--- src/rtl/quantser_pkg.sv ---
// Shared types and constants for the quantser packer and the benches that drive it.
package quantser_pkg;

  localparam int unsigned QP_BDOUTMAX = 32;
  localparam int unsigned MAXBDOP     = $clog2(QP_BDOUTMAX);
  localparam int unsigned QP_AW       = 9;
  localparam int unsigned QP_N        = 64;

  typedef enum logic [1:0] {
    StIdle,
    StCapture,
    StDrain
  } qp_state_t;

  // One queued plane write in the default configuration.
  typedef struct packed {
    logic [QP_AW-1:0] addr;
    logic [QP_N-1:0]  data;
  } qp_entry_t;

endpackage

--- src/rtl/quantser_packer_if.sv ---
// Valid/ready write port from the packer into bit-transposed activation memory.
interface quantser_packer_if #(
  parameter int unsigned N  = 64,
  parameter int unsigned AW = 9
) ();

  logic          wr_valid;
  logic          wr_ready;
  logic [AW-1:0] wr_addr;
  logic [N-1:0]  wr_data;

  modport master (
    output wr_valid,
    output wr_addr,
    output wr_data,
    input  wr_ready
  );

  modport slave (
    input  wr_valid,
    input  wr_addr,
    input  wr_data,
    output wr_ready
  );

endinterface

--- src/rtl/qp_fifo.sv ---
// Generic synchronous FIFO; push and pop together at full count is accepted.
module qp_fifo #(
  parameter int unsigned Width = 8,
  parameter int unsigned Depth = 4
) (
  input  logic             clk_i,
  input  logic             rst_ni,
  input  logic             clr_i,
  input  logic             push_i,
  input  logic             pop_i,
  input  logic [Width-1:0] data_i,
  output logic             full_o,
  output logic             empty_o,
  output logic             single_o,
  output logic [Width-1:0] head_o
);

  localparam int unsigned PtrW = (Depth > 1) ? $clog2(Depth) : 1;
  localparam logic [PtrW-1:0] PtrOne  = 1;
  localparam logic [PtrW:0]   CntOne  = 1;
  localparam logic [PtrW:0]   FullCnt = Depth[PtrW:0];

  logic [Width-1:0] mem_q [Depth];
  logic [PtrW-1:0]  wr_ptr_q, wr_ptr_d, rd_ptr_q, rd_ptr_d;
  logic [PtrW:0]    cnt_q, cnt_d;
  logic             do_push, do_pop;

  assign empty_o  = (cnt_q == '0);
  assign full_o   = (cnt_q == FullCnt);
  assign single_o = (cnt_q == CntOne);
  assign do_pop   = pop_i & ~empty_o;
  assign do_push  = push_i & (~full_o | do_pop);
  // Head reads as zero when empty so the write port is quiet outside a transfer.
  assign head_o   = empty_o ? '0 : mem_q[rd_ptr_q];

  always_comb begin
    wr_ptr_d = wr_ptr_q;
    rd_ptr_d = rd_ptr_q;
    cnt_d    = cnt_q;
    if (do_push) wr_ptr_d = wr_ptr_q + PtrOne;
    if (do_pop)  rd_ptr_d = rd_ptr_q + PtrOne;
    case ({do_push, do_pop})
      2'b10:   cnt_d = cnt_q + CntOne;
      2'b01:   cnt_d = cnt_q - CntOne;
      default: cnt_d = cnt_q;
    endcase
  end

  always_ff @(posedge clk_i or negedge rst_ni) begin
    if (!rst_ni) begin
      wr_ptr_q <= '0;
      rd_ptr_q <= '0;
      cnt_q    <= '0;
    end else if (clr_i) begin
      wr_ptr_q <= '0;
      rd_ptr_q <= '0;
      cnt_q    <= '0;
    end else begin
      wr_ptr_q <= wr_ptr_d;
      rd_ptr_q <= rd_ptr_d;
      cnt_q    <= cnt_d;
    end
  end

  always_ff @(posedge clk_i) begin
    if (do_push) mem_q[wr_ptr_q] <= data_i;
  end

endmodule

--- src/rtl/quantser_packer.sv ---
// Packs one bit per quantser lane into bit-plane words and writes them out, MSB plane first.
module quantser_packer
  import quantser_pkg::*;
#(
  parameter int unsigned N        = 64,
  parameter int unsigned BDOUTMAX = 32,
  parameter int unsigned AW       = 9,
  parameter int unsigned FDEPTH   = 4,
  localparam int unsigned BdW     = $clog2(BDOUTMAX)
) (
  input  logic                clk,
  input  logic                rst_n,
  input  logic                clr,
  input  logic                start,
  input  logic [BdW-1:0]      bdout,
  input  logic [AW-1:0]       base_addr,
  input  logic [AW-1:0]       stride,
  input  logic [N-1:0]        din,
  quantser_packer_if.master   wr,
  output logic                busy,
  output logic                done,
  output logic                err
);

  localparam logic [BdW-1:0] KOne = 1;

  qp_state_t      state_q, state_d;
  logic [BdW-1:0] k_q, k_d, bdm1_q, bdm1_d;
  logic [AW-1:0]  acc_q, acc_d, stride_q, stride_d;
  logic           err_q, err_d, done_q, done_d;

  logic           push, pop, full, empty, single;
  logic [AW+N-1:0] head;

  qp_fifo #(
    .Width (AW + N),
    .Depth (FDEPTH)
  ) u_fifo (
    .clk_i    (clk),
    .rst_ni   (rst_n),
    .clr_i    (clr),
    .push_i   (push),
    .pop_i    (pop),
    .data_i   ({acc_q, din}),
    .full_o   (full),
    .empty_o  (empty),
    .single_o (single),
    .head_o   (head)
  );

  assign wr.wr_valid             = ~empty;
  assign {wr.wr_addr, wr.wr_data} = head;
  assign pop                     = ~empty & wr.wr_ready;
  assign busy                    = (state_q != StIdle);
  assign done                    = done_q;
  assign err                     = err_q;

  always_comb begin
    state_d  = state_q;
    k_d      = k_q;
    bdm1_d   = bdm1_q;
    acc_d    = acc_q;
    stride_d = stride_q;
    err_d    = err_q;
    done_d   = 1'b0;
    push     = 1'b0;
    unique case (state_q)
      StIdle: begin
        if (start) begin
          bdm1_d   = bdout;
          acc_d    = base_addr;
          stride_d = stride;
          k_d      = '0;
          state_d  = StCapture;
        end
      end
      StCapture: begin
        push  = 1'b1;
        acc_d = acc_q + stride_q;
        k_d   = k_q + KOne;
        // Full with no simultaneous pop loses this plane.
        if (full && !pop) err_d = 1'b1;
        if (start)        err_d = 1'b1;
        if (k_q == bdm1_q) state_d = StDrain;
      end
      StDrain: begin
        if (start) err_d = 1'b1;
        // Leave as the final transfer completes so done and busy move together.
        if (empty || (single && pop)) begin
          state_d = StIdle;
          done_d  = 1'b1;
        end
      end
      default: state_d = StIdle;
    endcase
  end

  always_ff @(posedge clk or negedge rst_n) begin
    if (!rst_n) begin
      state_q  <= StIdle;
      k_q      <= '0;
      bdm1_q   <= '0;
      acc_q    <= '0;
      stride_q <= '0;
      err_q    <= 1'b0;
      done_q   <= 1'b0;
    end else if (clr) begin
      state_q  <= StIdle;
      k_q      <= '0;
      bdm1_q   <= '0;
      acc_q    <= '0;
      stride_q <= '0;
      err_q    <= 1'b0;
      done_q   <= 1'b0;
    end else begin
      state_q  <= state_d;
      k_q      <= k_d;
      bdm1_q   <= bdm1_d;
      acc_q    <= acc_d;
      stride_q <= stride_d;
      err_q    <= err_d;
      done_q   <= done_d;
    end
  end

endmodule

--- src/flat_wrapper.sv ---
// flat-port wrapper written by rule: the top's interface ports become plain ports
module quantser_packer_flat import quantser_pkg::*;
#(
  parameter int unsigned N        = 64,
  parameter int unsigned BDOUTMAX = 32,
  parameter int unsigned AW       = 9,
  parameter int unsigned FDEPTH   = 4,
  localparam int unsigned BdW     = $clog2(BDOUTMAX)
)
  (clk, rst_n, clr, start, bdout, base_addr, stride, din, busy, done, err, wr_wr_valid, wr_wr_addr, wr_wr_data, wr_wr_ready);
  quantser_packer_if #(.N(N), .AW(AW)) wr_i ();
  input  logic clk;
  input  logic rst_n;
  input  logic clr;
  input  logic start;
  input  logic [BdW-1:0] bdout;
  input  logic [AW-1:0] base_addr;
  input  logic [AW-1:0] stride;
  input  logic [N-1:0] din;
  output logic busy;
  output logic done;
  output logic err;
  output wire logic [$bits(wr_i.wr_valid)-1:0] wr_wr_valid;
  output wire logic [$bits(wr_i.wr_addr)-1:0] wr_wr_addr;
  output wire logic [$bits(wr_i.wr_data)-1:0] wr_wr_data;
  input wire logic [$bits(wr_i.wr_ready)-1:0] wr_wr_ready;
  assign wr_wr_valid = wr_i.wr_valid;
  assign wr_wr_addr = wr_i.wr_addr;
  assign wr_wr_data = wr_i.wr_data;
  assign wr_i.wr_ready = wr_wr_ready;
  quantser_packer #(.N(N), .BDOUTMAX(BDOUTMAX), .AW(AW), .FDEPTH(FDEPTH)) u_core (.clk(clk), .rst_n(rst_n), .clr(clr), .start(start), .bdout(bdout), .base_addr(base_addr), .stride(stride), .din(din), .wr(wr_i), .busy(busy), .done(done), .err(err));
endmodule
--- config.mk ---
export PLATFORM = sky130hd
export DESIGN_NAME = quantser_packer_flat
export DESIGN_NICKNAME = d
export VERILOG_FILES = /design/src/rtl/quantser_pkg.sv /design/src/rtl/quantser_packer_if.sv /design/src/rtl/qp_fifo.sv /design/src/rtl/quantser_packer.sv /design/src/flat_wrapper.sv
export SDC_FILE = /design/constraint.sdc
export NUM_CORES = 1
export LEC_CHECK = 0
export ABC_CLOCK_PERIOD_IN_PS = 4070
export BUFFER_PORTS_ARGS = -buffer_cell sky130_fd_sc_hd__buf_4
export CAP_MARGIN = 10
export CORE_MARGIN = 3
export CORE_UTILIZATION = 50
export CTS_CLUSTER_DIAMETER = 60
export DETAILED_ROUTE_END_ITERATION = 10
export GPL_ROUTABILITY_DRIVEN = 0
export HOLD_SLACK_MARGIN = 0.05
export PLACE_DENSITY = 0.73
export SLEW_MARGIN = 20
export SYNTH_ARGS = -nofsm -noshare
export SYNTH_HDL_FRONTEND = slang
export SYNTH_HIERARCHICAL = 1
export SYNTH_SLANG_ARGS = --single-unit
--- constraint.sdc ---
create_clock -name clk -period 4.07 [get_ports clk]
set_clock_uncertainty 0.2 [all_clocks]
set_input_delay 0.6105 -clock clk [delete_from_list [all_inputs] [get_ports clk]]
set_output_delay 0.6105 -clock clk [all_outputs]
set_load 0.03 [all_outputs]
Word-level counts from Yosys, hierarchy flattened
Memory sizes are Yosys's and may differ from the RTL's.
Index checks and enable logic that the tools add are counted.
- add/sub/neg operators: 6
- $mul: 0
- div/mod/pow operators: 0
- magnitude comparators: 0
- equal/unequal tests: 12
- shifts and indexed selects: 0
- multiplexer cells: 35
- bitwise logic cells: 6
- reduce and logical (&&, ||, !) cells: 18
- operators by type and width (operator ; number):
    73-bit 2-to-1 mux ; 1
    9-bit 2-to-1 mux ; 5
    5-bit 2-to-1 mux ; 5
    9-bit one-hot mux with 2 select lines ; 1
    2-bit 2-to-1 mux ; 8
    1-bit 2-to-1 mux ; 10
    5-bit one-hot mux with 2 select lines ; 1
    2-bit nonzero test ; 5
    9-bit adder ; 1
    3-bit nonzero test ; 3
    3-bit by 2-bit inequality test with 1-bit output (second input constant) ; 2
    3-bit inequality test (second input constant) ; 2
    2-bit one-hot mux with 3 select lines ; 1
    3-bit one-hot mux with 2 select lines ; 1
    3-bit AND reduction ; 2
    5-bit by 1-bit adder with 5-bit output (second input constant) ; 1
    5-bit == test ; 1
    2-bit by 1-bit adder with 2-bit output (second input constant) ; 2
    2-bit by 1-bit == test with 1-bit output (second input constant) ; 2
    2-bit == test (second input constant) ; 2
    4-bit by 3-bit inequality test with 1-bit output (second input constant) ; 1
    2-bit AND reduction ; 2
    3-bit by 1-bit adder with 3-bit output (second input constant) ; 1
    1-bit AND ; 3
    12 further kinds ; 14
- register bits: 39
- latch bits: 0
- RAM bits: 292
- ROM bits: 0
- bits of input ports: 92
- output and inout bits: 77
- word-level logic and storage cells: 88
- memories: 1
- memory list (memory ; words ; bits a word ; read ports ; clocked after Yosys merged registers in ; write ports ; line ; text):
    u_core.u_fifo.mem_q ; 4 ; 73 ; 1 ; 0 ; 1 ; qp_fifo.sv:23 ; logic [Width-1:0] mem_q [Depth];

Logic depth before layout (Yosys ltp)
Gate-level depths: netlist (run 1).
- depth in word-level cells: 9
- gate-level depth with buffers: 9
- depth with buffers taken out: 8

Cells and area by module
The synthesis (run 1) kept the hierarchy.
- modules (own cells, without submodules) (module ; instances ; cells each ; area each (um2) ; seq. area each (um2)):
    qp_fifo ; 1 ; 532 ; 11581.1 ; 8943.6
    quantser_packer ; 1 ; 183 ; 1843.0 ; 800.8

Least setup slack after synthesis (run 1)
Ideal clock, no wire load.
- path type: register to register
- start: register u_core.u_fifo.cnt_q[1]
- end: memory u_core/u_fifo/mem_q[0][0] (netlist bit) (enable)
- setup time: 440 ps
- arrival time: 3353 ps
- required time: 3430 ps
- setup slack: 78 ps
- cell stages (with the launch flop): 9
- path buffers: 1
- clock period less this slack: 3992 ps
- path through: dfrtp_1 inv_1 ha_1 clkbuf_1 nand2b_1 inv_1 nor2b_1 nand3b_1 and3_1
- longest elaborated chain between the ends: 8
- elaborated cells on any way between the ends: 10
- those cells by class: eq/ne (1); mux (2); bitwise (6); reduce/logical (1)
- ends and longest elaborated chain (item ; line ; text):
    from (decl) ; qp_fifo.sv:25 ; logic [PtrW:0] cnt_q, cnt_d;
    from (signal assigned) ; qp_fifo.sv:61 ; cnt_q <= cnt_d;
    3-bit zero test ; qp_fifo.sv:28 ; assign empty_o = (cnt_q == '0);
    named net u_core.empty ; quantser_packer.sv:32 ; logic push, pop, full, empty, single;
    1-bit NOT ; quantser_packer.sv:53 ; assign pop = ~empty & wr.wr_ready;
    1-bit AND ; quantser_packer.sv:53 ;
    named net u_core.pop ; quantser_packer.sv:32 ;
    1-bit AND ; qp_fifo.sv:31 ; assign do_pop = pop_i & ~empty_o;
    1-bit OR ; qp_fifo.sv:32 ; assign do_push = push_i & (~full_o | do_pop);
    1-bit AND ; qp_fifo.sv:32 ;
    1-bit 2-to-1 mux ; qp_fifo.sv:66 ; if (do_push) mem_q[wr_ptr_q] <= data_i;
    1-bit 2-to-1 mux (not written as such) ; qp_fifo.sv:66 ;
    to (decl) ; qp_fifo.sv:23 ;
The timed path passes the listed nets, and every way through them passes these cells.

Final worst setup path (run 1)
- start: register u_core.u_fifo.cnt_q[1]
- end: output port wr_wr_data[34]
- longest elaborated chain between the ends: 2
- ends and longest elaborated chain (item ; line ; text):
    3-bit zero test ; qp_fifo.sv:28 ;
    73-bit 2-to-1 mux ; qp_fifo.sv:34 ; assign head_o = empty_o ? '0 : mem_q[rd_ptr_q];
    to (decl) ; flat_wrapper.sv:25 ; output wire logic [$bits(wr_i.wr_data)-1:0] wr_wr_data;
Every way passes these cells.

==> results of run 1 <==
==> critical path, delay by kind of cell, from the launching register on <==
kind | cells | cell delay, ns
fa+ha+maj | 1 | 0.30
buf+inv | 3 | 0.82
flops | 1 | 0.42
simple gates | 2 | 0.41
==> state kept, by name (all words and copies together), names as in the netlist <==
name and cells:
u_core/stride_q 9, u_core/done 1, u_core/u_fifo/wr_ptr_q 2, u_core/acc_q 9, u_core/bdm1_q 5, u_core/u_fifo/rd_ptr_q 2
u_core/u_fifo/cnt_q 3, u_core/k_q 5, u_core/u_fifo/mem_q 292, u_core/state_q 2, u_core/err 1
==> kinds of logic after synthesis <==
kind of cell	synth area share, %
AOI/OAI and AO/OA	4.05
xor gates and xnor gates	0.652
adders and majority gates	1.73
buffers and inverters	1.80
DFF	72.6
muxes	12.6
and+or+nand+nor	6.62
==> layout by cell type, fill, tap and decap left out, drive strengths merged, types with 14 or more instances in the layout <==
| master | netlist | layout |
|---|---|---|
| clkbuf | 16 | 42 |
| mux4 | 73 | 73 |
| a22o | 16 | 16 |
| o21ai | 14 | 14 |
| a21oi | 19 | 19 |
| inv | 17 | 20 |
| buf | 20 | 183 |
| ha | 17 | 17 |
| dfrtp | 39 | 39 |
| edfxtp | 292 | 292 |
| and2 | 76 | 76 |
==> path summary, 6_finish.rpt <==
path,start,end,slack [ns],cells past startpoint
hold / removal,din[57],u_core/u_fifo/mem_q[0][57],0.11,1
hold reg to reg,u_core/stride_q[7],u_core/stride_q[7],0.31,1
setup reg to reg,u_core/u_fifo/cnt_q[1],u_core/u_fifo/mem_q[1][8],0.96,8
min in group asynchronous,rst_n,u_core/acc_q[1],0.41,2
setup / recovery,u_core/u_fifo/cnt_q[1],wr_wr_data[34],0.71,6
max in group asynchronous,rst_n,u_core/u_fifo/rd_ptr_q[1],2.87,2
==> through the flow <==
stage,power [µW],hold slack [ns],std cells,setup slack [ns]
floorplan,5040,0.115,715,0.0775
global placement,5630,0.297,1196,1.11
detailed placement,5660,0.300,1196,0.975
CTS,8940,0.0871,1261,0.667
global route,9200,0.0882,1262,0.509
finish,8830,0.111,1262,0.710
==> layout make-up <==
type,count,area (µm²)
multi-input cells,331,3460
flip-flops and latches,331,9750
clock inverters,22,260
fillers,1858,9830
inverters,17,63.8
clock buffers,42,945
repair buffers,184,1480
well taps,335,419
==> per-layer routing <==
layer	track usage, %	vias to the layer above
met1	25.4	3564
met5	0	-
met3	3.76	43
li1	-	3212
met4	4.34	2
met2	30.1	200
==> where the power goes <==
group          total, µW  leakage (µW)  switching, µW  internal (µW)
Combinational       1570       0.00214            936            631
Sequential          3990       0.00318           86.7           3900
Clock               3270      0.000590           1230           2040
==> key figures, run 1 <==
CTS
  – CTS root buffer: clkbuf_16
  – CTS Buf Count: 36
  – Setup repair bufs after CTS: 0
  – TritonCTS clock tree: done
  – Clock sink count: ~330
  – Cts hold-fix bufs: 1
  – Max clock buf depth: 3
  – CTS resizes: 0
  – Worst-Skew Late Latency: 0.50 ns
  – Reg clk slew, reported paths: 0.06 ns
  – H-tree levels: 2

Worst setup path
  – Required time worst endpoint: 3.26 ns
  – Worst path max stage delay: 0.53 ns
  – Setup CP Type: reg2out
  – Slowest stage cell, crit path: buf_4
  – CP max FO: 76
  – Critical Path, Cell by Cell: inv_1 -> ha_1 -> nand2b_2 -> buf_4 -> and2_1 -> buf_4
  – Crit-path most repeated cell: buf_4
  – Arr. time, crit path: 2.55 ns
  – Setup crit start kind: register
  – Critical path capture point type: output pin

Logic synthesis
  – Gate Count Post-Synth: 715
  – Synth Register Bits: 331
  – Synth area leader: edfxtp_1
  – Synth area leaders: edfxtp_1 (65%), mux4_2 (12%), dfrtp_1 (7.3%), and2_1 (3.5%), ha_1 (1.6%)
  – Seq/Total Area, Yosys: 72.6%
  – EDFF count, synth: 292
  – Top post-synthesis cells by count: edfxtp_1 (292), and2_1 (76), mux4_2 (73)
  – Yosys cell types: just over 60
  – Yosys warnings: 6
  – Mapped Avg Cell Area: 18.8 µm²
  – Net count after synthesis: 825
  – Top-count cell post-synth: edfxtp_1
  – Dominant synthesized flop cell: edfxtp_1
  – Top-area cell type share of the netlist area: roughly two thirds
  – Mapped cell area: 13400 µm²
  – Ys async rst share: about an eighth

Floorplanning
  – Starting density of the core: just over 50%
  – I/O Pins: about 170
  – Core ar.: 26200 µm²
  – Row count: 59
  – Die Ht: around 170 µm
  – Die X: 170 µm
  – Die Area: 28900 µm²

Place
  – Placed Area: 15100 µm²
  – IO buf count: roughly 170
  – Post-DP HPWL: 16400 µm

Global route
  – Total track usage: 18.2%
  – Overflow after GRT: 0
  – Initial antenna violation count: 1
  – First-pass GRT wire length: 41100 µm
  – Number of global-route vias before repair: 7395
  – Pin count of the biggest net entering global routing: 77

Routing
  – 1st-iter DRT viols: 562
  – Initial DRT Pass Iterations: 4
  – DRC: 0
  – Via count: 7021
  – Via density: between 5 and 6
  – Drt wl/cell: 20.7 µm
  – Post-Route M1 WL: around 11000 µm
  – Antenna Nets Post-Route: 0
  – Top sig layer: met5
  – WL met3: ~1600 µm
  – Length of routed met2 wiring: 12900 µm
  – Post-detailed-routing wire length: 26100 µm

Power and ir drop
  – PD cells: 539 nW/µm²
  – Leak: a little under 0.006 µW
  – VDD IR max: about 0.35 mV

STA
  – Final Max Slew Viols: 0
  – Least-Margin Pin Slew: 0.737 ns
  – Final setup fails: 0
  – Setup TNS: 0 ns
  – Hold Fails Final Rpt: 0
  – Max Clk Rate: ~0.3 GHz
  – Final worst path period need: about 3.4 ns
  – Post-route clock period utilization: 82.5%
  – RSZ-0062 raised after global routing: no
  – Slew HR: 50.8%

Job
  – Max-Cap Viols: 0

Run status
  – Status: finished clean

Finish
  – Post-route cell area: ~16000 µm²
  – Final nets: 1011
  – Final core utilization: roughly 63%
  – Layout cells sized above 1: ~35%
  – Antenna cells: 0
  – Area grow syn2layout: 22.0%

Min path
  – Min-Delay Path Class: in2reg
Note: power is estimated with default switching activity, not from simulation.
==> run 2, diff against run 1 <==
- ABC_CLOCK_PERIOD_IN_PS: 4070 -> 3100
- PLACE_DENSITY: 0.73 -> 0.7
- clock period: 4.07 -> 3.1 ns (I/O delays scaled with it)
==> run 2 against run 1 <==
Net effect:
- core utilization grew 3.6 points
- design area grew 5.7%
- wire length grew 2.5%
- sequential share of layout area shrank 3.2 points
- largest power group unchanged
==> key figures, run 2 (synthesized netlist as in run 1, its figures left out) <==
Run status
  – Status: finished clean

Global route
  – Initial antenna violation count: 2
  – Pin count of the biggest net entering global routing: between 70 and 80
  – Overflow after GRT: 0
  – First-pass GRT wire length: 42600 µm
  – Number of global-route vias before repair: 7706
  – Total track usage: 18.8%

Worst setup path
  – Setup crit start kind: register
  – R2R Path End: u_core/u_fifo/mem_q[1][5]
  – Critical path capture point type: output pin
  – Required time worst endpoint: 2.43 ns
  – R2r startpoint: u_core/u_fifo/cnt_q[1]
  – Slowest stage cell, crit path: dfrtp_4
  – Critical Path, Cell by Cell: buf_16 -> mux4_2 -> and2_4 -> buf_4
  – Buffers plus inverters on the worst setup path: 2
  – Reg2reg path depth: 8
  – Arr. time, crit path: between 2 and 2.5 ns
  – Delay-heaviest family, CP: flip-flops
  – Setup CP Type: reg2out
  – Reg2Reg Setup Slack: 0.55 ns
  – CP max FO: 36
  – Worst path max stage delay: ~0.6 ns

CTS
  – H-tree levels: 2
  – CTS root buffer: clkbuf_16
  – TritonCTS clock tree: done
  – Max clock buf depth: 3
  – Clock sink count: 331
  – CTS Buf Count: 36
  – Setup repair bufs after CTS: 0
  – Reg clk slew, reported paths: 0.06 ns
  – Worst-Skew Late Latency: 0.50 ns

Power and ir drop
  – PD cells: 672 nW/µm²
  – Sequential share of power: 45.1%
  – Net Sw Power: 3050 µW
  – Internal Pwr Total: 8580 µW
  – VDD IR max: about 0.47 mV
  – Leak: 0.00627 µW
  – Sw Ratio: between 20% and 30%
  – Combinational fraction of design power: 19.3%
  – Clock power frac: 35.6%

Routing
  – Via density: 5.47
  – 1st-iter DRT viols: slightly above 500
  – Initial DRT Pass Iterations: 5
  – Post-detailed-routing wire length: between 20000 and 30000 µm
  – Antenna Nets Post-Route: 0
  – Via count: 7378
  – Drt wl/cell: 19.8 µm
  – DRC: 0

Floorplanning
  – I/O Pins: ~170
  – Die X: 170 µm
  – Row count: 59
  – Core ar.: 26200 µm²
  – Die Area: 28900 µm²
  – Starting density of the core: 51.2%
  – Die Ht: 170 µm

Place
  – Placed cell count: 1203
  – Dpl ws: around 0.54 ns
  – IO buf count: 168
  – Post-DP HPWL: around 17000 µm

STA
  – Max Clk Rate: 0.336 GHz
  – RSZ-0062 raised after global routing: yes
  – Least-Margin Pin Slew: 0.676 ns
  – Final worst path period need: 2.98 ns
  – Setup TNS: 0 ns
  – Slew HR: 54.9%
  – Post-route clock period utilization: a little under 100%
  – Final setup fails: 0
  – Final worst slack: ~0.12 ns
  – Final Max Slew Viols: 0
  – Hold Fails Final Rpt: 0

Finish
  – Biggest regs: u_core/u_fifo/mem_q: 292 flops, u_core/acc_q: 9 flops, u_core/stride_q: 9 flops
  – Final nets: 1097
  – Max reg flops: 292
  – Most common cell after layout, fill and taps aside: edfxtp_1
  – Area grow syn2layout: 29.0%
  – Leading cell types in the layout, fill and taps excluded: edfxtp_1 (292), buf_4 (167), dlygate4sd3_1 (81), mux4_2 (73), and2_1 (64)
  – Layout cells sized above 1: 34.6%
  – Fin cells: 1348
  – Largest reg by FF count: u_core/u_fifo/mem_q

Min path
  – Hold wc startpoint: base_addr[0]
  – Min-Delay Path Class: in2reg
  – Worst Hold End: u_core/acc_q[0]
  – Hold Crit Depth: 3

Job
  – Max-Cap Viols: 0
==> run 2: cell count changes in the layout (fill, tap and decap cells not counted), sizes merged <==
cell	previous run	this run
diode	0	1
buf	183	189
clkinv	13	10
dlygate4sd3	1	81
clkbuf	42	44
clkinvlp	0	5
bufinv	6	3
inv	20	18
==> run 2: worst max-delay path by stage <==
stage	to	startpoint	cells past startpoint
finish	wr_wr_data[24]	u_core/u_fifo/rd_ptr_q[0]	4
global route	wr_wr_data[43]	u_core/u_fifo/rd_ptr_q[0]	4
CTS	wr_wr_data[21]	u_core/u_fifo/rd_ptr_q[0]	4
detailed placement	u_core/u_fifo/mem_q[1][4]	u_core/u_fifo/cnt_q[1]	8
global placement	wr_wr_data[40]	u_core/u_fifo/rd_ptr_q[0]	4
floorplan	u_core/u_fifo/mem_q[0][0]	u_core/u_fifo/cnt_q[1]	8
==> run 2: layer usage <==
metal  track usage (%)  wire length [µm]  up-vias
met4              4.09               424        2
met2              31.1             13300      214
met3              3.34              1280       38
li1                  -                 -     3387
met1              26.7             11700     3737
met5                 0                13        -
==> run 2: tightest hold or removal path: cells and delay by family <==
kind,cells,cell delay [ns]
compound gates,2,0.18
buf+inv,1,0.09
==> run 2: repair_timing <==
item                       4_1_cts  5_1_grt
resized for setup                0       24
hold endpoints to repair       311        0
setup endpoints to repair        0       32
hold buffers                    81        0
==> run 2: final cells by class <==
class | count | area, µm²
diodes | 1 | 2.50
clock buffers | 44 | 962
clock inverters | 19 | 205
fillers | 1774 | 8890
inverters | 17 | 63.8
multi-input cells | 331 | 3490
flip-flops and latches | 331 | 9750
well taps | 335 | 419
repair buffers | 270 | 2420
==> run 2: through the flow <==
stage	power (µW)	hold WS [ns]	instance area, µm²	utilization (%)
6_report	11600	0.0777	17300	66.1
5_1_grt	12100	0.0835	17300	66.1
4_1_cts	11700	0.0559	17200	65.7
3_5_place_dp	7460	0.273	15300	58.2
3_3_place_gp	7430	0.267	15300	58.2
2_1_floorplan	6610	-0.0306	13400	-
==> run 2: power by group through the flow <==
stage                     logic (µW)  clock network (µW)  registers (µW)
after detailed placement        2120                   0            5340
after global placement          2110                   0            5330
after CTS                       2210                4250            5240
after floorplan                 1320                   0            5290
final                           2240                4140            5240
after global routing            2410                4430            5270
==> run 3, diff against run 2 <==
- SYNTH_HIERARCHICAL: 1 -> not set
==> run 3 against run 2 <==
Net effect:
- core utilization fell by 0.18 points
- die area fell by 0.73%
- critical path depth did not move
- global-route usage fell by 0.084 points
- largest power group unchanged
==> key figures, run 3 <==
Floorplanning
  – Die Ht: 169 µm
  – Die Area: around 29000 µm²
  – Starting density of the core: between 50% and 60%
  – Core ar.: 26100 µm²
  – Die X: between 150 and 200 µm
  – I/O Pins: 169
  – Row count: 59

CTS
  – Max clock buf depth: 3
  – TritonCTS clock tree: done
  – Cts hold-fix bufs: 81
  – Setup repair bufs after CTS: 0
  – CTS Buf Count: 37
  – Worst-Skew Late Latency: 0.50 ns
  – CTS resizes: 0
  – Clock sink count: 331
  – CTS root buffer: clkbuf_16
  – H-tree levels: 2
  – Reg clk slew, reported paths: roughly 0.060 ns

Routing
  – Antenna Nets Post-Route: 0
  – Initial DRT Pass Iterations: 4
  – Via count: just over 7000
  – DRC: 0
  – Post-detailed-routing wire length: 26500 µm
  – Drt wl/cell: 19.5 µm
  – 1st-iter DRT viols: 438
  – Via density: 5.34

STA
  – Setup TNS: 0 ns
  – Final Max Slew Viols: 0
  – Hold Fails Final Rpt: 0
  – Max Clk Rate: 0.345 GHz
  – RSZ-0062 raised after global routing: no
  – Slew HR: 50.0%
  – WHS: about 0.089 ns
  – Post-route clock period utilization: between 90% and 100%
  – Final worst path period need: 2.90 ns
  – Final setup fails: 0
  – Least-Margin Pin Slew: between 0.7 and 0.8 ns

Logic synthesis
  – Gate Count Post-Synth: 719
  – Ys async rst share: 11.8%
  – Dominant synthesized flop cell: edfxtp_1
  – Top-count cell post-synth: edfxtp_1
  – Top post-synthesis cells by count: edfxtp_1 (292), and2_1 (77), mux4_2 (73)
  – Mapped cell area: 13300 µm²
  – Yosys cell types: 50
  – Synth area leaders: edfxtp_1 (66%), mux4_2 (12%), dfrtp_1 (7.3%), and2_1 (3.6%), ha_1 (1.6%)
  – EDFF count, synth: 292
  – Net count after synthesis: approximately 830
  – Top-area cell type share of the netlist area: 65.8%
  – Synth Register Bits: 331
  – Mapped Avg Cell Area: 18.5 µm²
  – Synth area leader: edfxtp_1
  – Seq/Total Area, Yosys: 73.1%
  – Yosys warnings: 0

Place
  – Placed cell count: 1206
  – IO buf count: approximately 170
  – Post-DP HPWL: 15900 µm

Power and ir drop
  – PD cells: 934 nW/µm²
  – VDD IR max: 0.530 mV
  – Leak: approximately 0.0062 µW

Finish
  – Area grow syn2layout: 29.2%
  – Largest reg by FF count: u_core.u_fifo.mem_q
  – # fillers: about 1800
  – Fin cells: ~1400
  – Final nets: roughly 1100
  – Most common cell after layout, fill and taps aside: edfxtp_1
  – Leading cell types in the layout, fill and taps excluded: edfxtp_1 (292), buf_4 (177), dlygate4sd3_1 (81), mux4_2 (73), and2_1 (73)
  – Biggest regs: u_core.u_fifo.mem_q: 292 flops, u_core.acc_q: 9 flops, u_core.stride_q: 9 flops
  – Max reg flops: 292
  – Layout cells sized above 1: 32.3%

Global route
  – Overflow after GRT: 0
  – Initial antenna violation count: 1
  – Pin count of the biggest net entering global routing: 79
  – Total track usage: a little under a fifth
  – Number of global-route vias before repair: 7698
  – First-pass GRT wire length: 41900 µm

Worst setup path
  – CP max FO: between 40 and 50
  – Arr. time, crit path: 2.23 ns
  – Slowest stage cell, crit path: mux4_2
  – Setup CP Type: reg2out
  – Required time worst endpoint: approximately 2.4 ns
  – Critical path capture point type: output pin
  – Setup crit start kind: register
  – Worst path max stage delay: between 0.5 and 0.6 ns
  – Critical Path, Cell by Cell: buf_12 -> mux4_2 -> and2_1 -> buf_4

Job
  – Max-Cap Viols: 0

Run status
  – Status: finished clean

Min path
  – Min-Delay Path Class: in2reg
[run 3: report_power, final]
part | switching [µW] | internal (µW) | total, µW
combinational | 3270 | 2450 | 5730
clock | 1670 | 2840 | 4510
sequential | 279 | 5550 | 5830
[run 3: through the flow]
step / instance area, µm² / worst slack [ns] / utilization [%] / total power (µW)
floorplan: 13300 / 0.555 / - / 9690
global placement: 15100 / 0.708 / 57.8 / 11600
detailed placement: 15100 / 0.683 / 57.8 / 11700
CTS: 17200 / 0.160 / 65.9 / 16300
global route: 17200 / 0.105 / 65.9 / 16900
finish: 17200 / 0.200 / 65.9 / 16100
[run 3: final cells by class]
cell class	instances	area, µm²	area share (%)
sequential	331	9750	56.6
multi-input combinational	342	3360	19.5
timing repair buffer	269	2360	13.7
clock buffer	44	1010	5.89
tap	335	419	2.43
clock inverter	23	274	1.59
inverter	10	37.5	0.218
antenna	1	2.50	0.0145
[run 3: path summary, 6_finish.rpt]
check / endpoint / from / cells after the start / slack [ns]
setup / recovery: wr_wr_data[58] / u_core.u_fifo.rd_ptr_q[0] / 4 / 0.20
hold / removal: u_core.acc_q[2] / base_addr[2] / 3 / 0.09
setup reg to reg: u_core.acc_q[6] / u_core.acc_q[0] / 8 / 0.71
hold reg to reg: u_core.err / u_core.err / 2 / 0.33
max in group asynchronous: u_core.u_fifo.rd_ptr_q[1] / rst_n / 2 / 2.01
min in group asynchronous: u_core.acc_q[2] / rst_n / 2 / 0.28
[run 3: cell families after synthesis]
| logic type | after synthesis | share of synthesized area, % |
|---|---|---|
| DFF | 331 | 73.1 |
| and+or+nand+nor | 172 | 6.81 |
| muxes | 75 | 12.5 |
| AOI/OAI and AO/OA | 64 | 3.19 |
| buffers and inverters | 46 | 1.77 |
| adders and majority gates | 18 | 1.75 |
| xor gates and xnor gates | 13 | 0.855 |
[run 3: per-layer routing]
layer  vias up  GRT usage [%]  part of all wire [%]
met2       207           31.7                    50
met4         0           4.13                   1.5
met3        34           4.03                   5.7
met1      3629           25.3                    43
li1       3362              -                     -
met5         -              0                     0
[run 3: worst max-delay path, delay by kind of cell (launching register included)]
family	cells	cell delay [ns]
multiplexers	1	0.59
buffers and inverters	2	0.48
flip-flops	1	0.44
AND/OR/NAND/NOR	1	0.18
